--- config.mk ---
export PLATFORM = sky130hd
export DESIGN_NAME = bus_arbiter
export DESIGN_NICKNAME = d
export VERILOG_FILES = /design/src/rtl/bus_arbiter.sv
export SDC_FILE = /design/constraint.sdc
export NUM_CORES = 1
export LEC_CHECK = 0
export ABC_AREA = 1
export BUFFER_PORTS_ARGS = -buffer_cell sky130_fd_sc_hd__buf_4
export CORE_MARGIN = 2
export CORE_UTILIZATION = 30
export DETAILED_ROUTE_END_ITERATION = 10
export PLACE_DENSITY_LB_ADDON = 0.2
export SYNTH_ARGS = -nofsm -noshare
export SYNTH_HDL_FRONTEND = slang
export SYNTH_SLANG_ARGS = --single-unit
export TNS_END_PERCENT = 50
--- constraint.sdc ---
create_clock -name clk -period 2.5 [get_ports clk]
set_input_delay 0.5 -clock clk [delete_from_list [all_inputs] [get_ports clk]]
set_output_delay 0.5 -clock clk [all_outputs]
set_load 0.01 [all_outputs]
--- src/rtl/bus_arbiter.sv ---
// -----------------------------------------------------------------------------
// bus_arbiter
//
// Four-requester round-robin arbiter for a shared 8-bit bus. A request seen at
// a rising edge is granted at that same edge; the owner keeps the bus while it
// holds its request. After MAX_TENURE granted cycles it may be preempted when
// another requester is waiting and lock is low. Every release (voluntary or
// preempted) is followed by one dead TURN cycle so two drivers never overlap.
//
// Parameters
//   MAX_TENURE : granted cycles before preemption becomes possible (2..15)
//
// Ports
//   clk     : in  - system clock, all state changes on the rising edge
//   clr     : in  - synchronous active-high reset, overrides everything
//   req     : in  - request bits, requester i holds req[i] for its tenure
//   lock    : in  - while high the current owner cannot be preempted
//   gnt     : out - registered grant, zero or one-hot
//   owner   : out - index of the granted requester, meaningful while busy
//   busy    : out - high exactly when gnt is non-zero
//   timeout : out - one-cycle pulse in the TURN cycle that follows a preemption
// -----------------------------------------------------------------------------
module bus_arbiter #(
  parameter int unsigned MAX_TENURE = 8
) (
  input  logic       clk,
  input  logic       clr,
  input  logic [3:0] req,
  input  logic       lock,
  output logic [3:0] gnt,
  output logic [1:0] owner,
  output logic       busy,
  output logic       timeout
);

  typedef enum logic [1:0] {
    IDLE  = 2'd0,
    GRANT = 2'd1,
    TURN  = 2'd2
  } state_t;

  localparam logic [3:0] MAX_CNT = 4'(MAX_TENURE);

  state_t     state_q,   state_d;
  logic [3:0] gnt_q,     gnt_d;
  logic [1:0] owner_q,   owner_d;
  logic [1:0] ptr_q,     ptr_d;
  logic [3:0] cnt_q,     cnt_d;
  logic       timeout_q, timeout_d;

  // Round-robin candidates: slot k looks at requester (ptr + k) mod 4, so the
  // lowest hit slot is the first asserted request at or after the pointer.
  logic [1:0] cand_idx [4];
  logic [3:0] cand_hit;

  for (genvar gi = 0; gi < 4; gi++) begin : g_cand
    assign cand_idx[gi] = ptr_q + 2'(gi);
    assign cand_hit[gi] = req[cand_idx[gi]];
  end

  logic       found;
  logic [1:0] winner;

  always_comb begin
    found  = |req;
    winner = ptr_q;
    // Walk from the far slot down so the nearest hit wins.
    for (int k = 3; k >= 0; k--) begin
      if (cand_hit[k]) begin
        winner = cand_idx[k];
      end
    end
  end

  logic [3:0] owner_mask;
  logic       other_pending;
  logic       tenure_full;

  assign owner_mask    = 4'b0001 << owner_q;
  assign other_pending = |(req & ~owner_mask);
  assign tenure_full   = (cnt_q == MAX_CNT);

  always_comb begin
    state_d   = state_q;
    gnt_d     = gnt_q;
    owner_d   = owner_q;
    ptr_d     = ptr_q;
    cnt_d     = cnt_q;
    timeout_d = 1'b0;

    case (state_q)
      // IDLE and TURN share the same arbitration at their closing edge; lock
      // plays no part here since nobody holds the bus.
      IDLE, TURN: begin
        if (found) begin
          state_d = GRANT;
          gnt_d   = 4'b0001 << winner;
          owner_d = winner;
          ptr_d   = winner + 2'd1;
          cnt_d   = 4'd1;
        end else begin
          state_d = IDLE;
          gnt_d   = 4'b0000;
          cnt_d   = 4'd0;
        end
      end

      GRANT: begin
        if (!req[owner_q]) begin
          // Owner finished on its own: release without a timeout pulse.
          state_d = TURN;
          gnt_d   = 4'b0000;
          cnt_d   = 4'd0;
        end else if (tenure_full && !lock && other_pending) begin
          state_d   = TURN;
          gnt_d     = 4'b0000;
          cnt_d     = 4'd0;
          timeout_d = 1'b1;
        end else if (!tenure_full) begin
          cnt_d = cnt_q + 4'd1;
        end
        // Otherwise the tenure is full but nothing may take the bus: the
        // counter sits at MAX_CNT and the grant is held.
      end

      default: begin
        state_d = IDLE;
        gnt_d   = 4'b0000;
        cnt_d   = 4'd0;
      end
    endcase
  end

  always_ff @(posedge clk) begin
    if (clr) begin
      state_q   <= IDLE;
      gnt_q     <= 4'b0000;
      owner_q   <= 2'd0;
      ptr_q     <= 2'd0;
      cnt_q     <= 4'd0;
      timeout_q <= 1'b0;
    end else begin
      state_q   <= state_d;
      gnt_q     <= gnt_d;
      owner_q   <= owner_d;
      ptr_q     <= ptr_d;
      cnt_q     <= cnt_d;
      timeout_q <= timeout_d;
    end
  end

  assign gnt     = gnt_q;
  assign owner   = owner_q;
  assign busy    = |gnt_q;
  assign timeout = timeout_q;

endmodule

==> run metrics, run 1 <==
Hold Path End state_q[1]; peak supply drop 483.6 uV; total number of vias about 940; Worst Min Path Start state_q[1]; RSZ-0062 raised after global routing no; top fanout value on the critical path 10; syn nets 160; GP Congestion 0.7384; CP startpoint kind flop; critical path arrival about 2100 ps; Resize count post-CTS 0; biggest area consumer among synthesized cells dfxtp_1; Initial DRC Count 48; achievable frequency 519.9 MHz; CTS Buffer Depth 2; P per Cell Area around 960 mW/mm^2; CTS tree done; area of the multi-input gates ~570 sq um; Max-Cap Viols 0; worst hold path type reg2reg; grt ovf 0; skew final ~14 ps; area of the mapped netlist ~1000 sq um; final worst path period share slightly below 80%; final count of pins violating max slew 0; final WL about 2200 um; area taken by flip-flops and latches roughly 300 sq um; pin count of the biggest net entering global routing 14; H-tree depth 1; Total GRT Usage between 10% and 20%; final hold violations 0; register-to-register setup slack slightly below 600 ps; drt drc 0; Final ANT Viol Nets 0; CTS Sinks 15; clock latency on the worst-skew pair 300 ps; FILL cells 343; CTS root buffer clkbuf_4; Total Die Area roughly 0.0037 sq mm; Pleak about 0.56 nW; r2r startpoint ptr_q[0]; Reg2Reg Depth 12; Hold Buf Count CTS 0; asr flop ratio synth 0%; first-pass GRT wire length roughly 3700 um; DP HPWL about 1700 um; Area contributors post-synth dfxtp_1, nand2_1, ha_1; Tot Pwr roughly 1.1 mW; worst hold path depth 1; Rows 20; Final Cell Area 0.001152 sq mm; I/O pin cnt 15; post-synthesis sequential element count 15; Synth cell types 28; endpoint class of the critical path flop; layout cells sized above 1 between 10% and 20%; Post-synth top flop dfxtp_1; post-synth top area share a little under a third; relative slew slack 72.86%; setup_tns 0 ps; routed vias/inst ~4.6; port buffer count 14; Core Region approximately 0.003 sq mm; dpl cell area approximately 0.0011 sq mm; initial antenna violation count 0; WL/cell 10.42 um; area added between synthesis and finish 18.38%; Die Wd 60.96 um; die height just over 60 um; Avg Synthesized Cell Area approximately 6.6 sq um; RR Endpoint ptr_q[1]; Seq/Total Area, Yosys between 30% and 40%; Required @ worst endpoint 2690 ps; Min Clock Period, post-route between 1500 and 2000 ps; vias in the first global route about 850; number of flops mapped to enable cells by yosys 0; cell count after synthesis around 150; Slew @ Worst Pin approximately 410 ps; CTS buffer count 3; status complete, no violations; kind of critical path reg2reg; final setup fails 0; Setup Fix Bufs, Post-CTS 0; Worst-path clk slew 110 ps; Initial Util 31.63%; Inserted Diodes 0; Syn. warnings 0; Final nets between 150 and 200; Initial DRT Pass Iterations 4
==> through the flow <==
step | hold WS (ps) | util (%) | setup slack (ps) | std cells
floorplan | 420.0 | - | 794.4 | 147
global placement | 437.8 | 36.46 | 568.2 | 203
detailed placement | 440.6 | 36.46 | 527.0 | 203
CTS | 456.8 | 37.44 | 575.1 | 207
global route | 463.4 | 37.44 | 400.3 | 207
finish | 450.4 | 37.44 | 576.4 | 207
==> flip-flops by register name, summed over array words and instances (netlist names) <==
signal and flops:
ptr_q 2, owner 2, cnt_q 4, timeout 1
state_q 2, gnt 4
==> metal layers <==
layer	GRT usage, %	share of wire [%]	vias to the layer above
met2	21.97	45	23
met5	0	0	-
met1	17.34	49	418
li1	-	-	499
met4	1.863	0.56	0
met3	4.478	5.6	2
==> logic make-up (layout without fill, tap and decap cells) <==
logic type	after synthesis	count (layout)	share of synthesized area, %
buffers and inverters	25	41	10.80
and+or+nand+nor	78	78	37.28
adders and majority gates	6	6	7.712
xor gates and xnor gates	2	2	1.800
DFF	15	15	30.85
AOI/OAI and AO/OA	21	21	11.57
==> worst max-delay path, cell delays in order (launching register included) <==
cell	delay (ps)
dfxtp_1	580
nand2_1	80
o21ai_1	140
nand2_1	100
nand2_1	80
inv_2	40
nand2_1	70
nand2_1	50
nand2_1	70
nand2_1	100
ha_1	300
o21ai_0	150
a21oi_1	50
==> layout by cell type (no fill, tap or decap) <==
| cell | instances |
|---|---|
| nand3_2 | 1 |
| buf_4 | 14 |
| o21ai_1 | 5 |
| a21oi_1 | 12 |
| nor3_4 | 1 |
| inv_2 | 4 |
| inv_4 | 1 |
| clkinvlp_4 | 1 |
| o21ai_0 | 2 |
| or4_1 | 1 |
| clkinv_4 | 1 |
| nor4_2 | 1 |
| ha_1 | 6 |
| xor2_1 | 1 |
| nand2_4 | 1 |
| nor3_2 | 1 |
| nand4_1 | 1 |
| nor4_1 | 1 |
| nor2_1 | 6 |
| nand2_1 | 49 |
| nand3_1 | 13 |
| nor3_1 | 1 |
| clkbuf_4 | 3 |
| a21oi_2 | 1 |
| inv_1 | 17 |
| xnor2_1 | 1 |
| dfxtp_1 | 15 |
| nand2_2 | 1 |
| o21ai_2 | 1 |
==> power breakdown <==
group / leakage [nW] / switching, mW / internal, mW
Combinational: 0.423 / 0.358 / 0.233
Sequential: 0.123 / 0.0717 / 0.293
Clock: 0.0139 / 0.0876 / 0.0610
Total: 0.560 / 0.517 / 0.587
==> Yosys cell counts, drive strengths merged, types with 2 or more instances <==
cell type and instances:
nor2 6, inv 22, nand3 14, nand2 51, o21ai 8, a21oi 13, nor4 2, dfxtp 15
nor3 3, ha 6
==> how the worst max path moves through the flow <==
stage | endpoint | cells after the start | from
finish | ptr_q[1] | 12 | ptr_q[0]
global route | ptr_q[1] | 12 | ptr_q[0]
CTS | ptr_q[1] | 12 | ptr_q[0]
detailed placement | ptr_q[1] | 13 | req[1]
global placement | ptr_q[1] | 13 | req[1]
floorplan | ptr_q[1] | 12 | req[1]
==> area by class of cell <==
| cell class | instances | area share [%] |
|---|---|---|
| clock buffer | 3 | 1.954 |
| multi-input combinational | 107 | 49.29 |
| sequential | 15 | 26.06 |
| clock inverter | 1 | 0.6515 |
| inverter | 23 | 8.143 |
| tap | 44 | 4.777 |
| timing repair buffer | 14 | 9.121 |
Power figures use the tool's default switching activity.
==> run 2, diff against run 1 <==
ABC_AREA = 0   (was 1)
clock period = 1.88 ns   (was 2.5 ns; I/O delays follow)
==> run 2 against run 1 <==
Routed wire length fell by 21%. Hold slack got worse by 140 ps. Highest routed layer unchanged. Sequential power rose by 9.3%. Largest cell class unchanged. Cell count fell by 35%. Worst setup slack got worse by 350 ps.
==> run metrics, run 2 <==
Post-Layout Cell Count 135 (-35%); Syn. warnings 0 (unchanged); achievable frequency 603.6 MHz; CTS tree done; placed insts 131 (-35%); CTS Sinks 15 (unchanged); status complete, no violations; most common cell after layout, fill and taps aside buf_4; final worst path period share around 90%; area taken by flip-flops and latches 300.3 sq um (unchanged); Slew @ Worst Pin 459.6 ps (+53.06 ps); CTS buffer count 3 (unchanged); skew final 3.251 ps (-10.83 ps); Final ANT Viol Nets 0 (unchanged); Area contributors post-synth dfxtp_1, ha_1, a22o_1; Total GRT Usage 11.93% (-1.4 points); Min Clock Period, post-route about 1700 ps; cell count after synthesis 86 (-41%); CTS root buffer clkbuf_4; most frequent cell after synthesis dfxtp_1; area of the multi-input gates 495.5 sq um (-13%); Pleak 0.4173 nW (-25%); top fanout value on the critical path 3 (-7); Seq/Total Area, Yosys 36.64% (+5.8 points); most frequent cells in the layout buf_4, dfxtp_1, nor2_1; drt drc 0 (unchanged); die height 56.27 um (-7.7%); Max-Cap Viols 0 (unchanged); number of flops mapped to enable cells by yosys 0 (unchanged); area of the mapped netlist 819.5 sq um (-16%); relative slew slack 69.36% (-3.5 points); Initial Util 32.49% (+0.86 points); Hold Buf Count CTS 0 (unchanged); final hold violations 0 (unchanged); total number of vias 683 (-27%); Synth cell types 32 (+14%); I/O pin cnt 15 (unchanged); RSZ-0062 raised after global routing no; pin count of the biggest net entering global routing 10 (-4); Total Die Area 0.003166 sq mm (-15%); Initial DRC Count 4 (-92%); endpoint class of the critical path output pin; Core Region 0.002522 sq mm (-18%); P per Cell Area 852.9 mW/mm^2 (-11%); routed vias/inst 5.059 (+11%); WL/cell 12.64 um (+21%); biggest area consumer among synthesized cells dfxtp_1; DP HPWL 1302 um (-22%); setup_tns 0 ps (unchanged); final WL 1707 um (-21%); Avg Synthesized Cell Area 9.529 sq um (+44%); CTS Buffer Depth 2 (unchanged); asr flop ratio synth 0% (unchanged); critical path arrival 1280 ps (-840 ps); final count of pins violating max slew 0 (unchanged); Required @ worst endpoint 1500 ps (-1190 ps); Die Wd 56.27 um (-7.7%); r2r startpoint owner[0]; fin util 39.63% (+2.2 points); H-tree depth 1 (unchanged); kind of critical path reg2out; post-synthesis sequential element count 15 (unchanged); port buffer count 14 (unchanged); Resize count post-CTS 0 (unchanged); CP startpoint kind flop; post-synth top area share 36.64% (+5.8 points); peak supply drop 342.9 uV (-29%); Worst-path clk slew 90 ps (-20 ps); start point of the critical path gnt[3]; Setup Fix Bufs, Post-CTS 0 (unchanged); first-pass GRT wire length 2960 um (-21%); FILL cells 268 (-22%); syn nets 99 (-38%); worst hold path type in2reg; Final nets 119 (-33%); vias in the first global route 644 (-24%); Initial DRT Pass Iterations 4 (unchanged); grt ovf 0 (unchanged); final setup fails 0 (unchanged); GP Congestion 0.6885 (-6.8%); layout cells sized above 1 23.81% (+4.2 points); Post-synth top flop dfxtp_1; clock latency on the worst-skew pair 280 ps (-20 ps); Inserted Diodes 0 (unchanged); Worst Min Path Start clr; top cells by instance count after synthesis dfxtp_1, nor2_1, ha_1; area added between synthesis and finish 21.98%; Rows 18 (-10%); initial antenna violation count 0 (unchanged)
run 2: worst max-delay path, stage by stage (launching register included):
cell and delay [ps]:
dfxtp_1 340, or4_1 510, buf_4 150
run 2: routing by layer:
layer  GRT usage [%]  wire (um)  vias to the layer above
li1                -          -                      350
met1           14.95        816                      316
met2           19.50        820                       15
met3           4.147         54                        2
met4           3.061         16                        0
met5               0          0                        -
run 2: kinds of logic (layout without fill, tap and decap cells):
family	after synthesis	in the layout	synth area share (%)
AOI/OAI and AO/OA	22	22	23.05
and+or+nand+nor	31	31	19.69
adders and majority gates	6	6	9.160
muxes	4	4	6.412
xor gates and xnor gates	2	2	2.138
buffers and inverters	6	25	2.900
DFF	15	15	36.64
run 2: per-stage QoR:
step / hold slack (ps) / total power, mW / setup WS (ps) / area [sq um]
floorplan: 445.1 / 0.5667 / 106.9 / 819.5
global placement: 486.4 / 0.6698 / 160.3 / 972.2
detailed placement: 496.1 / 0.6765 / 125.2 / 972.2
CTS: 292.9 / 0.8713 / 202.5 / 999.7
global route: 281.2 / 0.9200 / 80.57 / 999.7
finish: 305.5 / 0.8526 / 223.3 / 999.7
run 2: cell type report:
cell class                 count  share of cell area (%)
clock buffer                   3                   2.253
clock inverter                 1                  0.5006
inverter                       5                   1.877
multi-input combinational     65                   49.56
sequential                    15                   30.04
tap                           30                   3.755
timing repair buffer          16                   12.01
run 2: where the power goes:
part	switching [mW]	internal, mW
clock network	0.108	0.0790
registers	0.0428	0.357
logic	0.130	0.136
run 2: final timing paths:
path,endpoint,slack (ps),depth (start not counted)
worst max-delay path,busy,220,2
worst min-delay path,owner[1],310,2
worst max register to register,cnt_q[0],220,4
worst min register to register,cnt_q[1],500,2
